$ cat src/rtl/lzrw1_decomp_sequencer.sv
// Front-end for the LZRW1 decompressor: pulls group headers and items from an upstream
// valid/ready source and issues one item at a time to the core while it reports idle.
module lzrw1_decomp_sequencer #(
  parameter int ITEM_CNT_W = 16,
  parameter int BYTE_CNT_W = 20
) (
  input  logic                  clock,
  input  logic                  reset,
  input  logic                  start,
  input  logic [ITEM_CNT_W-1:0] frame_items,
  input  logic [15:0]           s_word,
  input  logic                  s_valid,
  output logic                  s_ready,
  output logic [15:0]           dec_data,
  output logic                  dec_ctrl,
  output logic                  dec_valid,
  input  logic                  dec_busy,
  input  logic                  dec_out_valid,
  output logic                  busy,
  output logic                  done,
  output logic [ITEM_CNT_W-1:0] items_done,
  output logic [BYTE_CNT_W-1:0] byte_count,
  output logic                  err_zero_offset
);

  typedef enum logic [2:0] {
    IDLE, FETCH_HDR, FETCH_ITEM, ISSUE, WAIT_ACK, WAIT_IDLE, ADVANCE, DONE
  } state_t;

  state_t                  state, state_nxt;
  logic [15:0]             hdr;
  logic [3:0]              bit_idx;
  logic [ITEM_CNT_W-1:0]   frame_len;
  logic [ITEM_CNT_W-1:0]   items_inc;
  logic                    item_ctrl;
  logic                    zero_copy;

  assign items_inc = items_done + ITEM_CNT_W'(1);
  assign item_ctrl = hdr[bit_idx];
  assign zero_copy = item_ctrl && (s_word[11:0] == 12'd0);

  assign s_ready   = (state == FETCH_HDR) || (state == FETCH_ITEM);
  assign dec_valid = (state == ISSUE) && !dec_busy;

  always_ff @(posedge clock or negedge reset) begin
    if (!reset) state <= IDLE;
    else        state <= state_nxt;
  end

  always_comb begin
    state_nxt = state;
    case (state)
      IDLE:       if (start) state_nxt = (frame_items == '0) ? DONE : FETCH_HDR;
      FETCH_HDR:  if (s_valid) state_nxt = FETCH_ITEM;
      FETCH_ITEM: if (s_valid) state_nxt = zero_copy ? ADVANCE : ISSUE;
      ISSUE:      if (!dec_busy) state_nxt = WAIT_ACK;
      // Core raises busy one cycle after the pulse, so this cycle never looks at it.
      WAIT_ACK:   state_nxt = WAIT_IDLE;
      WAIT_IDLE:  if (!dec_busy) state_nxt = ADVANCE;
      ADVANCE: begin
        if (items_inc == frame_len) state_nxt = DONE;
        else if (bit_idx == 4'd15)  state_nxt = FETCH_HDR;
        else                        state_nxt = FETCH_ITEM;
      end
      DONE:       state_nxt = IDLE;
      default:    state_nxt = IDLE;
    endcase
  end

  always_ff @(posedge clock or negedge reset) begin
    if (!reset) begin
      hdr             <= '0;
      bit_idx         <= '0;
      frame_len       <= '0;
      dec_data        <= '0;
      dec_ctrl        <= 1'b0;
      busy            <= 1'b0;
      done            <= 1'b0;
      items_done      <= '0;
      byte_count      <= '0;
      err_zero_offset <= 1'b0;
    end else begin
      busy <= (state_nxt != IDLE);
      done <= (state_nxt == DONE);
      if (busy && dec_out_valid) byte_count <= byte_count + BYTE_CNT_W'(1);
      case (state)
        IDLE: if (start) begin
          frame_len       <= frame_items;
          items_done      <= '0;
          byte_count      <= '0;
          err_zero_offset <= 1'b0;
        end
        FETCH_HDR: if (s_valid) begin
          hdr     <= s_word;
          bit_idx <= '0;
        end
        FETCH_ITEM: if (s_valid) begin
          dec_data <= s_word;
          dec_ctrl <= item_ctrl;
          if (zero_copy) err_zero_offset <= 1'b1;
        end
        ADVANCE: begin
          items_done <= items_inc;
          if ((items_inc != frame_len) && (bit_idx != 4'd15)) bit_idx <= bit_idx + 4'd1;
        end
        default: ;
      endcase
    end
  end

endmodule
$ cat config.mk
export PLATFORM = sky130hd
export DESIGN_NAME = lzrw1_decomp_sequencer
export DESIGN_NICKNAME = d
export VERILOG_FILES = /design/src/rtl/lzrw1_decomp_sequencer.sv
export SDC_FILE = /design/constraint.sdc
export NUM_CORES = 1
export LEC_CHECK = 0
export CORE_UTILIZATION = 52
export CTS_CLUSTER_SIZE = 24
export DETAILED_ROUTE_END_ITERATION = 7
export PLACE_DENSITY = 0.8
export SYNTH_ARGS = -nofsm -noshare
export SYNTH_HDL_FRONTEND = slang
export SYNTH_SLANG_ARGS = --single-unit
$ cat constraint.sdc
create_clock -name clock -period 3.9 [get_ports clock]
set_input_delay 1.17 -clock clock [delete_from_list [all_inputs] [get_ports clock]]
set_output_delay 1.17 -clock clock [all_outputs]
set_load 0.05 [all_outputs]
==> flow_summary_export.csv <==
group,metric,value,unit
outcome,run_status,"completed",
global_route,global_route_congestion_overflow_total,0,
power_and_ir_drop,worst_ir_drop_vdd,0.533,mV
worst_setup_path,slowest_delay,0.85,ns
floorplan,floorplan.die_area,9780,µm²
clock_network,tritoncts_sink_count,95,
yosys,netlist.area_leader.share,48.7,%
timing,rsz0062_at_grt,"no",
run,maxcap_violations,0,
min_path,hold_start,"hdr[2]",
global_route,antenna_found_initial,0,
place,dpl-instance-area,5930,µm²
timing,final-setup-viol-count,0,
global_route,first_global_vias,3859,
clock_network,cts_post_setup_buffers_inserted,0,
detailed_routing,drt-total-wl,11000,µm
detailed_routing,drt.antenna.violating_nets,0,
yosys,synth.ff_latch_count,95,
global_route,top_usage_layer,"met2",
min_path,hold_path_end,"hdr[2]",
timing,fin_tns_setup,0,ns
worst_setup_path,rr_worst_depth,8,
timing,max_clock_freq,0.300,GHz
clock_network,post_cts.resized_instances,0,
yosys,synth.most_common_cell,"dfrtp_1",
finish,design.final.nets,588,
yosys,syn_area_per_cell,10.7,µm²
global_route,grt_util_all_layers,24.0,%
timing,worst_slew_pin_slew,0.744,ns
timing,skew,0.0144,ns
finish,antennaDiodeCount,0,
floorplan,design.portCount,96,
worst_setup_path,cp_top_family,"buffers and inverters",
detailed_routing,detail_routed_via_count_per_cell,5.89,
yosys,synth.largest_area_cell,"dfrtp_1",
yosys,postSynth.topFlopCell,"dfrtp_1",
worst_setup_path,slowest_stage,"clkdlybuf4s50_1",
worst_setup_path,r2r-start,"items_done[0]",
power_and_ir_drop,seqPwrFrac,38.5,%
finish,finalCoreUtilization,69.2,%
global_route,grt_util_met2,40.2,%
yosys,yosys_warnings,0,
timing,report.final.hold_viol_count,0,
place,gpl.final_weighted_congestion,0.836,
place,numPortBuffers,95,
power_and_ir_drop,power_switching,0.00167,W
global_route,grtUsageMet3,3.83,%
min_path,worstHoldPathType,"flop to flop",
worst_setup_path,worstSetupStartpointType,"flop",
clock_network,cts.hold.buffers_added,0,
finish,final_layout_size_suffix_gt1_share,15.8,%
yosys,ys_async_sr_fraction,100,%
worst_setup_path,reg2reg_slack,0.80,ns
finish,postLayoutCellArea,6150,µm²
yosys,synth_area_leaders,"dfrtp_1, mux2_2, nor2_1",
floorplan,die_h,98.9,µm
yosys,synthDistinctLibCells,58,
timing,timing.slew.headroom,50.3,%
yosys,synth_nets,499,
clock_network,clockBufferDepth,2,
clock_network,tritoncts,"built",
yosys,synthTopCellsByCount,"dfrtp_1, mux2_2, nor2_1",
clock_network,clockRootBuffer,"clkbuf_8",
timing,period_share,85.5,%
clock_network,cts-htree-levels,3,
finish,filler_cell_count,674,
detailed_routing,wl_per_cell,16.7,µm
power_and_ir_drop,int_pwr,0.00248,W
power_and_ir_drop,clkPwrFrac,17.3,%
global_route,first_pass_grt_wire_length,18500,µm
min_path,min_path_cells,1,
detailed_routing,route.detailed.drc,0,
timing,final.min_clock_period,3.33,ns
floorplan,die-width,98.9,µm
detailed_routing,drt_iter0_markers,171,
power_and_ir_drop,switching_portion_of_total_power,40.2,%
worst_setup_path,critical_path_peak_fanout,13,
clock_network,clkLatencyLatePin,0.36,ns
worst_setup_path,crit-reg2reg-capture,"busy",
floorplan,core,8890,µm²
global_route,maximum_number_of_pins_on_one_net_before_global_route_repair,54,
yosys,synth_area,4880,µm²
worst_setup_path,critical_path.endpoint_type,"primary output",
detailed_routing,detail_route.first_pass.iterations,5,
worst_setup_path,timing_worst_setup_path_type,"flop to primary output",
floorplan,floorplan.rows,34,
clock_network,clk_pin_slew,0.09,ns
yosys,synthesis.instances,458,
finish,area.growth.synth_to_final,26.1,%
worst_setup_path,cp.arrival,2.16,ns
detailed_routing,routed-via-count,3889,
clock_network,cts-buffers-inserted,9,
yosys,synth_enable_flop_cells,0,
global_route,grt_util_met1,31.3,%
power_and_ir_drop,cellPowerDensity,675,nW/µm²
finish,post_layout_nonfiller_instances,660,
place,dp.cells,644,
worst_setup_path,crit_path_cell_trace,"nand2b_1 > a21oi_1 > clkdlybuf4s50_1",
worst_setup_path,cp.required,2.73,ns
power_and_ir_drop,power_frac_comb,44.2,%
place,detailedPlacementHpwl,7990,µm
floorplan,initial_cell_density_of_the_core,54.9,%
power_and_ir_drop,p_leak,2.51,nW
timing,timing_max_transition_violations_final,0,
worst_setup_path,cp_num_buf_inv,1,
yosys,synth-seq-area-share,48.7,%
final cells by class:
cell class	instances	area, µm²	share of cell area (%)
clock inverter	7	95.1	1.55
clock buffer	9	124	2.01
timing repair buffer	101	1000	16.3
sequential	95	2380	38.6
tap	108	135	2.20
inverter	8	30.0	0.488
multi-input combinational	332	2390	38.8
cells in the final DEF (no fill, tap or decap), types with 3 or more instances in the layout:
cell type	netlist	layout
nand2_1	31	31
o21ai_0	26	26
mux2i_1	8	8
mux2_2	49	49
nand3_1	20	20
o31ai_1	4	4
nor3_1	7	7
a21oi_1	17	17
nor4_1	14	14
nor2b_1	3	3
o22ai_1	4	4
nand2b_1	3	3
nand4_1	7	7
and3_1	7	7
nor2_1	40	40
clkdlybuf4s50_1	0	93
and2_1	4	4
inv_1	8	8
xor2_1	17	17
or3_1	7	7
dfrtp_1	95	95
ha_1	3	3
xnor2_1	17	17
buf_4	0	7
clkbuf_8	0	9
layer usage:
metal / vias up / share of wire, % / wire [µm]
met5: - / 0 / 0
met4: 0 / 2.1 / 228
met3: 18 / 5.5 / 608
met2: 137 / 49 / 5380
met1: 1900 / 44 / 4810
li1: 1834 / - / -
power groups by stage:
stage / Combinational (W) / Clock [W] / Sequential (W)
finish: 0.00183 / 0.000718 / 0.00160
detailed placement: 0.00183 / 0 / 0.00161
global placement: 0.00180 / 0 / 0.00160
CTS: 0.00185 / 0.000730 / 0.00160
global route: 0.00196 / 0.000772 / 0.00165
floorplan: 0.000956 / 0 / 0.00192
state kept, by name, indices dropped and copies added (netlist names), 3 cells and up:
| name | flops |
|---|---|
| bit_idx | 4 |
| items_done | 16 |
| hdr | 16 |
| state | 3 |
| frame_len | 16 |
| dec_data | 16 |
| byte_count | 20 |
cells by family after synthesis:
group | count (synthesis) | share of synthesized area, %
simple gates | 162 | 18.1
mux | 60 | 14.1
compound gates | 73 | 9.72
xor+xnor | 34 | 6.10
fa+ha+maj | 3 | 0.769
flops | 95 | 48.7
buf+inv | 31 | 2.51
worst max path at each step:
stage | startpoint | end | cells after the start
after floorplan | items_done[1] | busy | 9
after global placement | s_word[9] | busy | 8
after detailed placement | s_word[9] | busy | 8
after CTS | state[1] | s_ready | 3
after global routing | state[1] | s_ready | 3
final | state[1] | s_ready | 3
stage by stage:
step           setup slack, ns  power (W)  hold slack [ns]
3_3_place_gp             0.524    0.00340            0.490
5_1_grt                  0.473    0.00438            0.536
3_5_place_dp             0.409    0.00345            0.495
6_report                 0.567    0.00415            0.515
4_1_cts                  0.570    0.00417            0.516
2_1_floorplan            0.707    0.00287            0.475
Note: power is estimated with default switching activity, not from simulation.
